--- src/rtl/band_peak_reader_pkg.sv ---
// Shared types and constants for the band peak reader.
// AUDIO_LEVEL_EN adds an eighth channel (band 7) derived from the audio sample.
package band_pkg;

  localparam int NUM_BANDS = 7;
  localparam int LEVEL_W   = 8;
  localparam int IDX_W     = 3;
  localparam int AUDIO_W   = 18;

`ifdef AUDIO_LEVEL_EN
  localparam int FRAME_LEN = NUM_BANDS + 1;
`else
  localparam int FRAME_LEN = NUM_BANDS;
`endif

  typedef enum logic {
    IDLE,
    SEND
  } state_t;

  typedef logic [LEVEL_W-1:0] level_t;

  // One entry per channel carried in a frame.
  typedef level_t [FRAME_LEN-1:0] level_arr_t;

  // |sample| bits [16:9]; the most negative sample saturates to full scale
  // instead of wrapping back to zero.
  function automatic level_t audio_level(input logic signed [AUDIO_W-1:0] sample);
    logic [AUDIO_W-1:0] mag;
    mag = sample[AUDIO_W-1] ? $unsigned(-sample) : $unsigned(sample);
    if (mag[AUDIO_W-1]) begin
      return '1;
    end
    return mag[16:9];
  endfunction

endpackage

--- src/rtl/band_peak_reader_if.sv ---
// Beat stream from the band peak reader to the display/visualiser logic.
interface band_peak_reader_if;
  import band_pkg::*;

  logic             out_valid;
  logic             out_ready;
  logic [IDX_W-1:0] out_band;
  level_t           out_level;
  logic             out_first;

  modport master (
    output out_valid,
    output out_band,
    output out_level,
    output out_first,
    input  out_ready
  );

  modport slave (
    input  out_valid,
    input  out_band,
    input  out_level,
    input  out_first,
    output out_ready
  );

endinterface

--- src/rtl/band_peak_reader_cell.sv ---
// Single-channel peak-hold register with hold counter and linear decay.
module peak_hold_cell
  import band_pkg::*;
#(
  parameter int HOLD_SAMPLES = 48,
  parameter int DECAY_STEP   = 2
) (
  input  logic   clk,
  input  logic   rst_n,
  input  logic   cap,
  input  level_t level,
  output level_t peak,
  output level_t peak_next
);

  logic [7:0] hold;
  logic [7:0] hold_next;
  logic [8:0] decayed;

  // Nine-bit difference so a step larger than the peak shows up as a borrow.
  assign decayed = {1'b0, peak} - 9'(DECAY_STEP);

  // NOTE: every combinational output gets a default first so no path can
  // leave it unassigned and infer a latch.
  always_comb begin
    peak_next = peak;
    hold_next = hold;
    if (cap) begin
      if (level >= peak) begin
        peak_next = level;
        hold_next = 8'(HOLD_SAMPLES);
      end else if (hold != '0) begin
        hold_next = hold - 8'd1;
      end else if (decayed[8]) begin
        peak_next = level;
      end else begin
        peak_next = (decayed[7:0] > level) ? decayed[7:0] : level;
      end
    end
  end

  // NOTE: sequential state uses non-blocking assignments so every register
  // samples the pre-edge values regardless of block ordering.
  always_ff @(posedge clk or negedge rst_n) begin
    if (!rst_n) begin
      peak <= '0;
      hold <= '0;
    end else begin
      peak <= peak_next;
      hold <= hold_next;
    end
  end

endmodule

--- src/rtl/band_peak_reader.sv ---
// Samples the seven band levels after each audio strobe, applies peak-hold
// with decay and streams each frame as beats. Optional macro: AUDIO_LEVEL_EN.
module band_peak_reader
  import band_pkg::*;
#(
  parameter int HOLD_SAMPLES = 48,
  parameter int DECAY_STEP   = 2
) (
  input  logic                      clock,
  input  logic                      reset,
  input  logic                      ready,
  input  logic signed [AUDIO_W-1:0] audio_out,
  input  level_t                    freq1,
  input  level_t                    freq2,
  input  level_t                    freq3,
  input  level_t                    freq4,
  input  level_t                    freq5,
  input  level_t                    freq6,
  input  level_t                    freq7,
  band_peak_reader_if.master        bus,
  output logic                      overrun
);

  localparam logic [IDX_W-1:0] LAST_IDX = IDX_W'(FRAME_LEN - 1);

  logic             cap;
  level_arr_t       levels;
  level_arr_t       peaks;
  level_arr_t       peaks_next;
  level_arr_t       snap;
  state_t           state;
  state_t           state_next;
  logic [IDX_W-1:0] idx;
  logic [IDX_W-1:0] idx_next;
  logic             pending;
  logic             pending_next;
  logic             take_snap;
  logic             overrun_set;
  logic             beat_xfer;

  assign levels[0] = freq1;
  assign levels[1] = freq2;
  assign levels[2] = freq3;
  assign levels[3] = freq4;
  assign levels[4] = freq5;
  assign levels[5] = freq6;
  assign levels[6] = freq7;

`ifdef AUDIO_LEVEL_EN
  assign levels[NUM_BANDS] = audio_level(audio_out);
`else
  logic unused_audio;
  assign unused_audio = ^audio_out;
`endif

  // Band values settle one clock after the strobe, so capture on the delayed copy.
  always_ff @(posedge clock or negedge reset) begin
    if (!reset) begin
      cap <= 1'b0;
    end else begin
      cap <= ready;
    end
  end

  for (genvar g = 0; g < FRAME_LEN; g++) begin : g_cell
    peak_hold_cell #(
      .HOLD_SAMPLES (HOLD_SAMPLES),
      .DECAY_STEP   (DECAY_STEP)
    ) u_cell (
      .clk       (clock),
      .rst_n     (reset),
      .cap       (cap),
      .level     (levels[g]),
      .peak      (peaks[g]),
      .peak_next (peaks_next[g])
    );
  end

  assign beat_xfer = (state == SEND) && bus.out_ready;

  always_comb begin
    state_next   = state;
    idx_next     = idx;
    pending_next = pending;
    take_snap    = 1'b0;
    overrun_set  = 1'b0;
    unique case (state)
      IDLE: begin
        if (cap) begin
          take_snap  = 1'b1;
          idx_next   = '0;
          state_next = SEND;
        end
      end
      SEND: begin
        // A capture already queued cannot be queued twice; the newer one is lost.
        if (cap && pending) begin
          overrun_set = 1'b1;
        end
        if (beat_xfer && (idx == LAST_IDX)) begin
          if (pending || cap) begin
            take_snap    = 1'b1;
            idx_next     = '0;
            pending_next = 1'b0;
          end else begin
            state_next = IDLE;
          end
        end else begin
          if (beat_xfer) begin
            idx_next = idx + 1'b1;
          end
          if (cap) begin
            pending_next = 1'b1;
          end
        end
      end
      default: state_next = IDLE;
    endcase
  end

  // Snapshot uses post-update peaks so a capture on the restart cycle is included.
  always_ff @(posedge clock or negedge reset) begin
    if (!reset) begin
      state   <= IDLE;
      idx     <= '0;
      pending <= 1'b0;
      snap    <= '0;
      overrun <= 1'b0;
    end else begin
      state   <= state_next;
      idx     <= idx_next;
      pending <= pending_next;
      if (take_snap) begin
        snap <= peaks_next;
      end
      if (overrun_set) begin
        overrun <= 1'b1;
      end
    end
  end

  assign bus.out_valid = (state == SEND);
  assign bus.out_band  = (state == SEND) ? idx : '0;
  assign bus.out_level = (state == SEND) ? snap[idx] : '0;
  assign bus.out_first = (state == SEND) && (idx == '0);

endmodule
--- src/flat_wrapper.sv ---
// flat-port wrapper written by rule: the top's interface ports become plain ports
module band_peak_reader_flat import band_pkg::*;
#(
  parameter int HOLD_SAMPLES = 48,
  parameter int DECAY_STEP   = 2
)
  (clock, reset, ready, audio_out, freq1, freq2, freq3, freq4, freq5, freq6, freq7, overrun, bus_out_valid, bus_out_band, bus_out_level, bus_out_first, bus_out_ready);
  band_peak_reader_if bus_i ();
  input  logic clock;
  input  logic reset;
  input  logic ready;
  input  logic signed [AUDIO_W-1:0] audio_out;
  input  level_t freq1;
  input  level_t freq2;
  input  level_t freq3;
  input  level_t freq4;
  input  level_t freq5;
  input  level_t freq6;
  input  level_t freq7;
  output logic overrun;
  output wire logic [$bits(bus_i.out_valid)-1:0] bus_out_valid;
  output wire logic [$bits(bus_i.out_band)-1:0] bus_out_band;
  output wire logic [$bits(bus_i.out_level)-1:0] bus_out_level;
  output wire logic [$bits(bus_i.out_first)-1:0] bus_out_first;
  input wire logic [$bits(bus_i.out_ready)-1:0] bus_out_ready;
  assign bus_out_valid = bus_i.out_valid;
  assign bus_out_band = bus_i.out_band;
  assign bus_out_level = bus_i.out_level;
  assign bus_out_first = bus_i.out_first;
  assign bus_i.out_ready = bus_out_ready;
  band_peak_reader #(.HOLD_SAMPLES(HOLD_SAMPLES), .DECAY_STEP(DECAY_STEP)) u_core (.clock(clock), .reset(reset), .ready(ready), .audio_out(audio_out), .freq1(freq1), .freq2(freq2), .freq3(freq3), .freq4(freq4), .freq5(freq5), .freq6(freq6), .freq7(freq7), .bus(bus_i), .overrun(overrun));
endmodule
--- config.mk ---
export PLATFORM = sky130hd
export DESIGN_NAME = band_peak_reader_flat
export DESIGN_NICKNAME = d
export VERILOG_FILES = /design/src/rtl/band_peak_reader_pkg.sv /design/src/rtl/band_peak_reader_if.sv /design/src/rtl/band_peak_reader_cell.sv /design/src/rtl/band_peak_reader.sv /design/src/flat_wrapper.sv
export SDC_FILE = /design/constraint.sdc
export NUM_CORES = 1
export LEC_CHECK = 0
export BUFFER_PORTS_ARGS = -buffer_cell sky130_fd_sc_hd__clkbuf_2
export CORE_MARGIN = 3
export CORE_UTILIZATION = 50
export CTS_CLUSTER_SIZE = 12
export DETAILED_ROUTE_END_ITERATION = 8
export PLACE_DENSITY = 0.69
export REMOVE_ABC_BUFFERS = 1
export SYNTH_ARGS = -nofsm -noshare
export SYNTH_HDL_FRONTEND = slang
export SYNTH_SLANG_ARGS = --single-unit
--- constraint.sdc ---
create_clock -name clock -period 3.7 [get_ports clock]
set_input_delay 0.185 -clock clock [delete_from_list [all_inputs] [get_ports clock]]
set_output_delay 0.185 -clock clock [all_outputs]
set_load 0.02 [all_outputs]
======== After elaboration in Yosys (flattened, before gate mapping) ========
Index checks and enable logic that the tools add are counted.
storage, ports and cells
  register bits ........................... 175
  input port bits ......................... 78
operators by class
  bitwise gates (word level) .............. 1
  eq/ne operators ......................... 5
  mux-type cells .......................... 69
  add/subtract/negate cells ............... 15
  reductions and logical operators ........ 30
  $lt $le $gt $ge ......................... 15
operators by type and width
  operator                                                                      count
  8-bit 2-to-1 mux                                                              51
  8-bit by 2-bit subtractor with 9-bit output, second input constant            7
  8-bit greater-or-equal comparator                                             7
  8-bit greater-than comparator                                                 7
  8-bit nonzero test                                                            7
  8-bit by 1-bit subtractor with 8-bit output, second input constant            7
  8-bit binary-select mux with 3-bit select                                     1
  2-bit nonzero test                                                            8
  3-bit 2-to-1 mux                                                              5
  2-bit AND reduction                                                           7
  1-bit 2-to-1 mux                                                              9
  3-bit inequality test, second input constant                                  2
  3-bit case mux with 2 select lines                                            1
  3-bit AND reduction                                                           2
  1-bit logical AND                                                             4
  3-bit by 4-bit less-than comparator with 1-bit output, second input constant  1
  1-bit case mux with 2 select lines                                            2
  3-bit by 1-bit adder with 3-bit output, second input constant                 1
  3-bit equality test, second input constant                                    1
  3-bit zero test                                                               1
  2-bit by 1-bit inequality test with 1-bit output, second input constant       1
  2-bit inequality test, second input constant                                  1
  1-bit logical OR                                                              1
  1-bit NOT                                                                     1

======== Logic depth before layout (Yosys ltp) ========
Gate-level depths: netlist of the first run.
  word-level depth ........................ 7
  mapped depth ............................ 13
  mapped depth without buffers ............ 13

======== Modules after synthesis ========
A second synthesis of the first run with hierarchy kept.
second synthesis, totals
  cell total of the unflattened synthesis .. 1,272
  area, all modules ....................... 12,771.0 um^2
modules (own cells, without submodules)
  module                                         cells each  area each (um^2)  instances
  peak_hold_cell at u_core.g_cell[0].u_cell ...  148         1,390.1           5
  band_peak_reader                               211         2,952.8           1
  peak_hold_cell at u_core.g_cell[6].u_cell      156         1,501.4           1
  peak_hold_cell at u_core.g_cell[2].u_cell      165         1,366.3           1

======== Worst setup path after synthesis of the first run ========
No wires, ideal clock.
  kind .................................... reg2reg
  from .................................... reg u_core.g_cell[0].u_cell.peak[1]
  to ...................................... reg u_core.g_cell[0].u_cell.peak[3]
  arrival time ............................ 3,144 ps
  library setup time ...................... 141 ps
  period minus slack after synthesis ...... 3,285 ps
  path buffers ............................ 0
  path slack .............................. 415 ps
  cell stages (with the launch flop) ...... 14
  cells stage by stage .................... dfrtp_1 > inv_1 > ha_1 > or3b_2 > nor3_1 > xnor2_1 > ha_1 > nand4_1 > nor2_1 > a31o_2 > a21o_1 > a21oi_1 > mux2i_1 > a31oi_1
on the way
  cells in the longest elaborated chain, start to end .. 7
  elaborated cells between the ends (all ways) .. 8
ends and longest elaborated chain
  item                                            RTL line                     source
  from (decl)                                     band_peak_reader_cell.sv:12  output level_t peak,
  from (signal assigned)                          band_peak_reader_cell.sv:49  peak <= peak_next;
  8-bit by 2-bit subtractor with 9-bit output     band_peak_reader_cell.sv:21  assign decayed = {1'b0, peak} - 9'(DECAY_STEP);
  8-bit greater-than comparator                   band_peak_reader_cell.sv:37  peak_next = (decayed[7:0] > level) ? decayed[7:0] : level;
  8-bit 2-to-1 mux                                band_peak_reader_cell.sv:37
  8-bit 2-to-1 mux                                band_peak_reader_cell.sv:34  end else if (decayed[8]) begin
  8-bit 2-to-1 mux                                band_peak_reader_cell.sv:32  end else if (hold != '0) begin
  8-bit 2-to-1 mux *                              band_peak_reader_cell.sv:29  if (level >= peak) begin
  8-bit 2-to-1 mux *                              band_peak_reader_cell.sv:28  if (cap) begin
  named net u_core.g_cell[0].u_cell.peak_next[3]  band_peak_reader_cell.sv:13  output level_t peak_next
The timed path passes the listed nets; every way through them passes the cells marked *.
A chain may end at the register's enable or synchronous reset.

======== Final worst setup path of the first run ========
  from .................................... reg u_core.g_cell[0].u_cell.peak[1]
  to ...................................... reg u_core.g_cell[0].u_cell.peak[7]
Same word-level chain as after synthesis.

==> results of run 1 <==
[area by class of cell]
type | count | area, µm²
Fill cell | 2335 | 11010
Sequential cell | 175 | 4383
Inverter | 141 | 529.3
Timing Repair Buffer | 103 | 601.8
Multi-Input combinational cell | 1118 | 7792
Tap cell | 330 | 412.9
Clock inverter | 11 | 130.1
Clock buffer | 21 | 470.5
[metal layers]
layer,wire [µm],up-vias,global-route usage,part of all wire
li1,-,5570,-,-
met3,1588,30,0.04272,0.048
met2,15540,253,0.3906,0.47
met4,354,0,0.04878,0.011
met1,15640,5511,0.3299,0.47
met5,0,-,0,0
[cell families (layout without fill, tap and decap cells)]
kind of cell / Yosys count / after routing / share of synthesized area
compound gates: 450 / 450 / 0.2242
xor+xnor: 62 / 62 / 0.04202
fa+ha+maj: 129 / 129 / 0.1249
buf+inv: 203 / 276 / 0.06090
flops: 175 / 175 / 0.3389
mux: 40 / 40 / 0.03940
simple gates: 437 / 437 / 0.1697
[where the power goes]
group / internal (mW) / total, mW / switching, mW / leakage [nW]
registers: 2.75 / 3.64 / 0.887 / 2.05
clock network: 1.06 / 1.84 / 0.779 / 0.294
logic: 2.69 / 6.47 / 3.77 / 4.28
total: 6.50 / 11.9 / 5.44 / 6.62
[registers in the layout, summed over array words and instances, names as in the netlist]
register	cells
u_core.idx	3
u_core.pending	1
u_core.g_cell.u_cell.hold	56
u_core.g_cell.u_cell.peak	56
u_core.cap	1
u_core.overrun	1
u_core.snap	56
u_core.bus.out_valid	1
[path summary, 6_finish.rpt]
| check | start | endpoint | slack [ns] | cells after the start |
|---|---|---|---|---|
| max in group asynchronous | reset | u_core.cap$_DFF_PN0_ | 2.46 | 3 |
| min in group asynchronous | reset | u_core.g_cell[6].u_cell.peak[7]$_DFF_PN0_ | 0.34 | 2 |
| worst max register to register | u_core.g_cell[0].u_cell.peak[1]$_DFF_PN0_ | u_core.g_cell[0].u_cell.peak[7]$_DFF_PN0_ | 0.22 | 13 |
| worst min-delay path | freq7[0] | u_core.g_cell[6].u_cell.peak[0]$_DFF_PN0_ | 0.04 | 3 |
| worst min register to register | u_core.overrun$_DFFE_PN0P_ | u_core.overrun$_DFFE_PN0P_ | 0.47 | 1 |
| worst max-delay path | u_core.g_cell[0].u_cell.peak[1]$_DFF_PN0_ | u_core.g_cell[0].u_cell.peak[7]$_DFF_PN0_ | 0.22 | 13 |
[synthesized netlist by cell type (8+ instances only)]
master | n | area, µm²
nor3_1 | 35 | 175.2
nand2_1 | 135 | 506.7
dfrtp_1 | 175 | 4379
nand3_1 | 38 | 190.2
o211ai_1 | 21 | 157.7
clkbuf_1 | 51 | 191.4
o22ai_1 | 19 | 118.9
o31ai_1 | 20 | 150.1
mux4_2 | 8 | 180.2
nor2b_1 | 15 | 93.84
or3_1 | 19 | 118.9
o21a_1 | 10 | 75.07
inv_1 | 140 | 525.5
xnor2_1 | 48 | 420.4
nand4_1 | 18 | 112.6
and3_1 | 11 | 68.82
nor2_1 | 90 | 337.8
a21o_1 | 27 | 202.7
nand2b_1 | 14 | 87.58
ha_1 | 129 | 1614
xor2_1 | 14 | 122.6
o21ai_0 | 133 | 665.6
o211a_1 | 11 | 110.1
nor4_1 | 12 | 75.07
a21oi_1 | 81 | 405.4
a221oi_1 | 8 | 70.07
o221ai_1 | 13 | 113.9
a22oi_1 | 16 | 120.1
a31oi_1 | 33 | 206.5
or4_1 | 8 | 60.06
mux2i_1 | 25 | 250.2
[layout by cell type, fill, tap and decap left out, types with 5 or more instances in the layout]
cell / count
a211oi_1: 5
a21o_1: 27
a21oi_1: 79
a221oi_1: 8
a22oi_1: 16
a31oi_1: 33
a41oi_1: 5
and2_1: 7
and3_1: 11
buf_4: 28
clkbuf_16: 17
clkbuf_2: 72
dfrtp_1: 174
ha_1: 128
inv_1: 138
mux2_2: 7
mux2i_1: 25
mux4_2: 8
nand2_1: 135
nand2b_1: 14
nand3_1: 38
nand4_1: 18
nor2_1: 89
nor2b_1: 15
nor3_1: 34
nor4_1: 12
o211a_1: 11
o211ai_1: 21
o21a_1: 10
o21ai_0: 133
o221ai_1: 13
o22ai_1: 19
o31ai_1: 20
o41ai_1: 5
or3_1: 19
or4_1: 8
xnor2_1: 48
xor2_1: 14
[through the flow]
stage	power (mW)	hold slack, ns	TNS [ns]	instance area, µm²	util
floorplan	8.109	-0.1106	-101.17	12670	-
global placement	9.795	0.2598	0	13670	0.5398
detailed placement	9.990	0.2545	0	13670	0.5398
CTS	11.89	0.03528	0	14290	0.5643
global route	13.00	0.04587	-0.02438	14320	0.5654
finish	11.94	0.04153	0	14320	0.5654
[worst reg2reg max path: cells and delay by family (launching register included)]
family	cells	cell delay, ns
compound gates	4	1.09
simple gates	4	0.88
fa+ha+maj	2	0.52
flops	1	0.42
xor+xnor	1	0.18
mux	1	0.14
buf+inv	1	0.12
[repair_timing]
| action | in CTS | in global routing |
|---|---|---|
| setup endpoints to repair | 0 | 23 |
| gates resized for setup | 0 | 7 |
| hold endpoints to repair | 72 | 0 |
| hold buffers | 2 | 0 |
==> metrics.md, run 1 <==
| Metric | Value |
|---|---|
| DRC viols | 0 |
| Crit-path leading delay family | compound AO/OA/AOI/OAI gates |
| Placed cells | 1865 |
| Fmax | between 200 and 300 MHz |
| Final cycle utilization of the critical path | 0.9415 |
| Max Slew Vio Count | 0 |
| Antenna Cells | 0 |
| Die H | 166.8 µm |
| Post-route worst setup slack | 0.2164 ns |
| Total CTS buffers | 17 |
| Sink Count | 175 |
| Post-Syn Area per Cell | 8.639 µm² |
| Post-synth EDFFs | 0 |
| Pre-Repair DR Iteration Count | 5 |
| Final Hold Vio Count | 0 |
| Yosys cell types | 84 |
| Largest net degree at the start of global routing | 76 |
| Vias in the first global route | 11110 |
| Worst setup SP type | flop |
| Worst EP arrival | 3.77 ns |
| Critical-path top delay cell | or3b_2 |
| Highest ir drop seen on vdd | between 0.0003 and 0.0004 V |
| Pwr Density | 833.8 nW/µm² |
| Seq/Total Area, Yosys | 0.3389 |
| Post-synth top flop | dfrtp_1 |
| DP HPWL | 24450 µm |
| H-tree Lvls | 4 |
| Final wirelength | 33120 µm |
| Worst Tran Pin Value | 1.134 ns |
| Total Routing Usage GR | 0.2368 |
| Die X | approximately 170 µm |
| Status | completed |
| Synth Instances | 1496 |
| WL/cell | ~17 µm |
| WP buf/inv | 1 |
| Ys async rst share | 1.000 |
| Hold Path Class | in -> reg |
| I/O Buffers | 73 |
| Area delta synth->final | 10.80% |
| Skew final | 0.008226 ns |
| Leak | 6.618 nW |
| Die ar. | between 20000 and 30000 µm² |
| Slew margin rel. | 0.2412 |
| WP data required | 3.99 ns |
| Setup WS pre-CTS | roughly 0.10 ns |
| Drt via density | roughly 6.0 |
| RSZ-0062 raised after global routing | true |
| Worst-path fanout max | 5 |
| Layout cells sized above 1 | 0.1122 |
| NumNets Final | 1763 |
| Post-synthesis cell area | 12920 µm² |
| Flops & latches, synth | 175 |
| Setup-failing EPs final | 0 |
| Worst-path clk slew | about 0.070 ns |
| Synth warn | 0 |
| CTS max path bufs | 2 |
| Initial antenna violation count | 0 |
| First-pass GRT wire length | roughly 55000 µm |
| CP max stage delay | 0.52 ns |
| Clk_lat worst skew | 0.43 ns |
| Vias | 11360 |
| Max cap viols | 0 |
| Crit path capture type | flop |
| Final cell count without fillers | about 1900 |
| Iter 0 DRT Violations | 967 |
| Root Buffer | clkbuf_16 |
| Post-route ant nets | 0 |
| Starting Density | 0.5103 |
| Worst path cell trace | inv_2, ha_2, or3b_2, nor3_2, xnor2_1, ha_1, nand4_1, nor2_1, a31o_2, a2111oi_0, a21oi_1, o22ai_1, mux2i_1 |
| Core area | 25330 µm² |
| Routability Congestion | 0.9396 |
| Final min period | 3.484 ns |
| Grt ovf | 0 |
| # rows | 58 |
| CTS tree | done |
| Kind of critical path | reg -> reg |
| Postcts setup bufs | 0 |
| I/O pin total | 92 |
Note: power is estimated with default switching activity, not from simulation.
==> run 2: changes to the inputs <==
Settings changed: CELL_PAD_IN_SITES_DETAIL_PLACEMENT set to 0, CELL_PAD_IN_SITES_GLOBAL_PLACEMENT set to 1, CORE_UTILIZATION 50 to 47, PLACE_DENSITY 0.69 to 0.93.
==> run 2 against run 1 <==
Net effect: routed wire length grew 3.0%; clock skew grew 0.0012 ns; design area grew 0.95%; power grew 2.6%; first-iteration DRC count grew 16%; non-clock buffer count grew 6; die area grew 6.1%; clock-buffer cell count shrank 1; sequential power is essentially flat; register-to-register slack gained 0.05 ns; fmax grew 1.5%; critical endpoint is now u_core.g_cell[0].u_cell.peak[3]$_DFF_PN0_.
==> metrics.md, run 2 (synthesized netlist as in run 1, its figures left out) <==
| Metric | Value |
|---|---|
| Setup-failing EPs final | 0 (unchanged) |
| Slew margin rel. | 0.2513 (+0.01015) |
| Post-route ant nets | 0 (unchanged) |
| Final cycle utilization of the critical path | 0.9276 (-0.01394) |
| Status | completed |
| RSZ-0062 raised after global routing | false |
| Pre-Repair DR Iteration Count | 6 (+1) |
| # rows | 60 (+3.4%) |
| Die ar. | 29520 µm² (+6.1%) |
| Worst setup SP type | flop |
| Pwr Density | 847.5 nW/µm² (+1.6%) |
| Final wirelength | 34120 µm (+3.0%) |
| Highest ir drop seen on vdd | 0.0003326 V (-15%) |
| Core area | 27030 µm² (+6.7%) |
| Critical-path top delay cell | or3b_2 |
| Starting Density | 0.4782 (-0.03208) |
| I/O pin total | 92 (unchanged) |
| Multi-input gate area | 7797 µm² (about the same) |
| Max Slew Vio Count | 0 (unchanged) |
| CTS tree | done |
| Vias | 11540 (+1.6%) |
| Max cap viols | 0 (unchanged) |
| Sink Count | 175 (unchanged) |
| Leak | 6.673 nW (+0.82%) |
| Final Hold Vio Count | 0 (unchanged) |
| Kind of critical path | reg -> reg |
| Worst-path clk slew | 0.07 ns (about the same) |
| Sequential Area | 4383 µm² (unchanged) |
| Routability Congestion | 0.9244 (-1.6%) |
| Total Routing Usage GR | 0.2354 (-0.001439) |
| Commonest cells after routing, fill and taps aside | dfrtp_1 (174), inv_1 (139), nand2_1 (135), o21ai_0 (132), ha_1 (128) |
| Die X | 171.8 µm (+3.0%) |
| Crit-path leading delay family | simple AND/OR/NAND/NOR gates |
| Sum Neg Setup Slack | 0 ns (unchanged) |
| Area delta synth->final | 11.86% |
| Postcts setup bufs | 0 (unchanged) |
| NumNets Final | 1769 (+0.34%) |
| Worst Tran Pin Value | 1.119 ns (-0.01517 ns) |
| # fillers | 2488 (+6.6%) |
| DRC viols | 0 (unchanged) |
| WP data required | 3.98 ns (about the same) |
| Root Buffer | clkbuf_16 |
| Largest net degree at the start of global routing | 85 (+12%) |
| DP HPWL | 25320 µm (+3.5%) |
| Fmax | 291.4 MHz (+1.5%) |
| Iter 0 DRT Violations | 1122 (+16%) |
| H-tree Lvls | 4 (unchanged) |
| Die H | 171.8 µm (+3.0%) |
| Antenna Cells | 0 (unchanged) |
| I/O Buffers | 73 (unchanged) |
| Commonest non-fill, non-tap cell in the layout | dfrtp_1 |
| CTS max path bufs | 2 (unchanged) |
| Vias in the first global route | 11290 (+1.7%) |
| Crit path capture type | flop |
| Final min period | 3.432 ns (-0.05158 ns) |
| Total CTS buffers | 17 (unchanged) |
| First-pass GRT wire length | 56940 µm (+2.9%) |
| WP buf/inv | 2 (+1) |
| Worst EP arrival | 3.71 ns (-0.06 ns) |
| Initial antenna violation count | 0 (unchanged) |
| Clk_lat worst skew | 0.43 ns (about the same) |
| CP max stage delay | 0.52 ns (about the same) |
| Drt via density | 6.025 (+0.67%) |
| Top flop regs | u_core.g_cell.u_cell.hold (56), u_core.g_cell.u_cell.peak (56), u_core.snap (56) |
| Grt ovf | 0 (unchanged) |
| Hold WS | 0.03313 ns (-0.008400 ns) |
| Layout cells sized above 1 | 0.1137 (+0.001477) |
| WL/cell | 17.81 µm (+2.1%) |
| Worst path cell trace | inv_1, ha_2, or3b_2, nor3_2, xnor2_1, ha_1, nand4_1, nor2_1, a31o_2, a21o_1, a21oi_2, buf_4, mux2i_1, a31oi_1 |
| Hold Path Class | in -> reg |
| Worst-path fanout max | 6 (+1) |
| Skew final | 0.009449 ns (+0.001223 ns) |
-- run 2: what timing repair did --
| item | 4_1_cts | 5_1_grt |
|---|---|---|
| hold endpoints to repair | 82 | 0 |
| setup endpoints to repair | 0 | 19 |
| resized for setup | 0 | 8 |
| hold buffers | 2 | 0 |
-- run 2: worst reg2reg max path, stage by stage (launching register included) --
cell,delay [ns]
dfrtp_1,0.41
inv_1,0.15
ha_2,0.24
or3b_2,0.52
nor3_2,0.14
xnor2_1,0.16
ha_1,0.29
nand4_1,0.13
nor2_1,0.08
a31o_2,0.26
a21o_1,0.21
a21oi_2,0.17
buf_4,0.16
mux2i_1,0.25
a31oi_1,0.11
-- run 2: area by class of cell --
class	instances	share of cell area
multi-input combinational	1118	0.5394
clock buffer	20	0.03159
inverter	141	0.03661
sequential	175	0.3032
tap	341	0.02951
clock inverter	12	0.01411
timing repair buffer	109	0.04561
-- run 2: through the flow --
| step | instance area, µm² | setup WS, ns | instances | power [mW] | utilization |
|---|---|---|---|---|---|
| floorplan | 12670 | -1.557 | 1434 | 8.109 | - |
| global placement | 13740 | 0.2250 | 1882 | 9.824 | 0.5085 |
| detailed placement | 13740 | 0.1546 | 1882 | 10.08 | 0.5085 |
| CTS | 14420 | 0.1613 | 1916 | 12.17 | 0.5337 |
| global route | 14460 | 0.03755 | 1916 | 13.31 | 0.5349 |
| finish | 14460 | 0.2680 | 1916 | 12.25 | 0.5349 |
-- run 2: path summary, 6_finish.rpt --
kind	startpoint	endpoint	slack [ns]	depth (start not counted)
worst max-delay path	u_core.g_cell[0].u_cell.peak[1]$_DFF_PN0_	u_core.g_cell[0].u_cell.peak[3]$_DFF_PN0_	0.27	14
worst min-delay path	bus_out_ready	u_core.pending$_DFFE_PN0P_	0.03	2
worst max register to register	u_core.g_cell[0].u_cell.peak[1]$_DFF_PN0_	u_core.g_cell[0].u_cell.peak[3]$_DFF_PN0_	0.27	14
worst min register to register	u_core.overrun$_DFFE_PN0P_	u_core.overrun$_DFFE_PN0P_	0.48	1
max in group asynchronous	reset	u_core.snap[42]$_DFFE_PN0P_	2.48	3
min in group asynchronous	reset	u_core.g_cell[2].u_cell.hold[1]$_DFFE_PN0P_	0.36	2
-- run 2: per-layer routing --
layer / track usage / wire length (µm)
met1: 0.3332 / 16130
met5: 0 / 0
met2: 0.3801 / 15610
met3: 0.03516 / 1801
met4: 0.06109 / 566
-- run 2: power by group --
part           internal [mW]  switching, mW  leakage (nW)
combinational           2.73           3.85          4.31
clock                   1.24          0.791         0.313
sequential              2.75          0.892          2.05
==> run 3: changes to the inputs <==
--- a/config.mk
+++ b/config.mk
@@ -15,4 +15,6 @@
 export PLACE_DENSITY = 0.93
 export REMOVE_ABC_BUFFERS = 1
+export SKIP_CTS_REPAIR_TIMING = 1
+export SKIP_LAST_GASP = 1
 export SYNTH_ARGS = -nofsm -noshare
 export SYNTH_HDL_FRONTEND = slang
==> constraint.sdc (replaced) <==
create_clock -name clock -period 3.7 [get_ports clock]
set_input_delay 0.37 -clock clock [delete_from_list [all_inputs] [get_ports clock]]
set_output_delay 0.37 -clock clock [all_outputs]
set_load 0.02 [all_outputs]
==> run 3 against run 2 <==
Net effect: first-iteration DRC count shrank 2.0%; critical path depth down 2; routed wire length is 1.1% lower; sequential share of layout area increased by 0.10 points; combinational power is essentially flat; clock skew increased by 0.0040 ns; highest routed layer unchanged.
==> metrics.md, run 3 (synthesized netlist as in run 1, its figures left out) <==
| Metric | Value |
|---|---|
| GR Layer Usage met1 | 0.3349 (+0.001697) |
| First-pass GRT wire length | 55690 µm (-2.2%) |
| Setup WS pre-CTS | 0.1168 ns (-0.03783 ns) |
| Worst path cell trace | inv_1, ha_1, or3b_2, nor3_1, xnor2_1, ha_1, nand4_1, nor2_2, a31o_2, a21o_1, or4_1, a31oi_1 |
| Total Routing Usage GR | 0.2322 (-0.003184) |
| Worst-path fanout max | 5 (-1) |
| Kind of critical path | reg -> reg |
| NumNets Final | 1765 (-0.23%) |
| Max Slew Vio Count | 0 (unchanged) |
| H-tree Lvls | 4 (unchanged) |
| Fmax | 280.9 MHz (-3.6%) |
| Hold WS | 0.03458 ns (+0.001451 ns) |
| Met3 Use GR | 0.03195 (-0.003218) |
| Worst Hold Endpoint | u_core.cap$_DFF_PN0_ |
| Vias in the first global route | 10960 (-3.0%) |
| Met2 Use GR | 0.3593 (-0.02080) |
| Area delta synth->final | 11.48% |
| I/O pin total | 92 (unchanged) |
| Commonest non-fill, non-tap cell in the layout | dfrtp_1 |
| I/O Buffers | 73 (unchanged) |
| Largest net degree at the start of global routing | 102 (+20%) |
| Power Total | 12.12 mW (-1.1%) |
| Worst setup SP type | flop |
| Final cell count without fillers | 1912 (-0.21%) |
| R2R Setup Slk | 0.14 ns (-0.13 ns) |
| Sink Count | 175 (unchanged) |
| Post-route ant nets | 0 (unchanged) |
| Post-route worst setup slack | 0.1398 ns (-0.1282 ns) |
| Root Buffer | clkbuf_16 |
| Die ar. | 29520 µm² (unchanged) |
| Sum Neg Setup Slack | 0 ns (unchanged) |
| Die H | 171.8 µm (unchanged) |
| Total CTS buffers | 17 (unchanged) |
| GR peak layer | met2 |
| Iter 0 DRT Violations | 1099 (-2.0%) |
| WL/cell | 17.65 µm (-0.89%) |
| Final min period | 3.560 ns (+0.1282 ns) |
| Slew margin rel. | 0.2937 (+0.04241) |
| DP HPWL | 24940 µm (-1.5%) |
| Status | completed |
| DRC viols | 0 (unchanged) |
| Starting Density | 0.4782 (unchanged) |
| CTS tree | done |
| CTS max path bufs | 2 (unchanged) |
| Hold_sp | ready |
| Placement Cell Area | 13730 µm² (about the same) |
| Setup-failing EPs final | 0 (unchanged) |
| Max cap viols | 0 (unchanged) |
| Final cycle utilization of the critical path | 0.9622 (+0.03465) |
| Final Hold Vio Count | 0 (unchanged) |
| Layout cells sized above 1 | 0.1120 (-0.001620) |
| Sequential Area | 4383 µm² (unchanged) |
| WP data required | 4.06 ns (+0.08 ns) |
| Reg2reg path depth | 12 (-2) |
| # rows | 60 (unchanged) |
| Crit path capture type | flop |
| Post-layout util | 0.5331 (-0.001805) |
| Hold Path Class | in -> reg |
| Skew final | 0.01341 ns (+0.003961 ns) |
| Leak | 6.638 nW (-0.52%) |
| Routability Congestion | 0.8973 (-2.9%) |
| Core area | 27030 µm² (unchanged) |
| Initial antenna violation count | 0 (unchanged) |
| Worst EP arrival | 3.92 ns (+0.21 ns) |
| Pre-Repair DR Iteration Count | 6 (unchanged) |
| Pwr Density | 841.3 nW/µm² (-0.73%) |
| Critical-path top delay cell | or3b_2 |
| Die X | 171.8 µm (unchanged) |
| Commonest cells after routing, fill and taps aside | dfrtp_1 (174), inv_1 (139), nand2_1 (135), o21ai_0 (133), ha_1 (129) |
| Multi-input gate area | 7805 µm² (about the same) |
| CP dominant cell by count | ha_1 |
| Final wirelength | 33740 µm (-1.1%) |
| Antenna Cells | 0 (unchanged) |
| Highest ir drop seen on vdd | 0.0003533 V (+6.2%) |
| Worst Tran Pin Value | 1.055 ns (-0.06338 ns) |
| Clk_lat worst skew | 0.44 ns (about the same) |
| Final Cell Area | 14410 µm² (-0.34%) |
| Top flop regs | u_core.g_cell.u_cell.hold (56), u_core.g_cell.u_cell.peak (56), u_core.snap (56) |
| CP max stage delay | 0.53 ns (about the same) |
| Placed cells | 1879 (-0.16%) |
| Drt via density | 6.072 (+0.79%) |
| FF-to-FF Start | u_core.g_cell[0].u_cell.peak[1]$_DFF_PN0_ |
| Vias | 11610 (+0.58%) |
| Grt ovf | 0 (unchanged) |
| RSZ-0062 raised after global routing | true |
| # fillers | 2520 (+1.3%) |
| Worst r2r dst | u_core.snap[3]$_DFFE_PN0P_ |
| Worst-path clk slew | 0.07 ns (about the same) |
| Crit path launch | u_core.g_cell[0].u_cell.peak[1]$_DFF_PN0_ |
| Hold path depth | 1 (-1) |
-- run 3: changes by cell type in the layout (fill, tap and decap cells not counted), sizes merged --
cell,previous run,this run
bufinv,5,3
inv,141,142
buf,35,32
dlygate4sd3,2,1
clkinvlp,3,5
clkbuf,92,93
clkinv,4,2
-- run 3: worst max path at each step --
stage	to	slack, ns
finish	u_core.snap[3]$_DFFE_PN0P_	0.14
global route	u_core.snap[3]$_DFFE_PN0P_	-0.06
global placement	u_core.snap[4]$_DFFE_PN0P_	0.24
CTS	u_core.snap[2]$_DFFE_PN0P_	0.08
detailed placement	u_core.snap[4]$_DFFE_PN0P_	0.12
floorplan	u_core.snap[45]$_DFFE_PN0P_	-1.56
-- run 3: cell type report --
| class | count | share of cell area |
|---|---|---|
| Tap cell | 341 | 0.02961 |
| Inverter | 141 | 0.03673 |
| Timing Repair Buffer | 105 | 0.04438 |
| Clock inverter | 11 | 0.01068 |
| Sequential cell | 175 | 0.3042 |
| Multi-Input combinational cell | 1118 | 0.5417 |
| Clock buffer | 21 | 0.03265 |
-- run 3: power breakdown --
group	internal, mW	leakage (nW)	switching, mW
registers	2.75	2.05	0.890
clock network	1.12	0.289	0.796
logic	2.72	4.30	3.84
-- run 3: worst max-delay path: cells and delay by family, from the launching register on --
kind	cells	cell delay (ns)
adders and majority gates	2	0.55
AOI/OAI and AO/OA	3	0.65
DFF	1	0.42
buffers and inverters	1	0.15
and+or+nand+nor	5	1.49
xor gates and xnor gates	1	0.19
-- run 3: per-layer routing --
metal | routed length (µm) | share of wire | up-vias
met5 | 0 | 0 | -
li1 | - | - | 5579
met4 | 856 | 0.025 | 0
met3 | 1776 | 0.053 | 63
met2 | 15180 | 0.45 | 370
met1 | 15930 | 0.47 | 5598
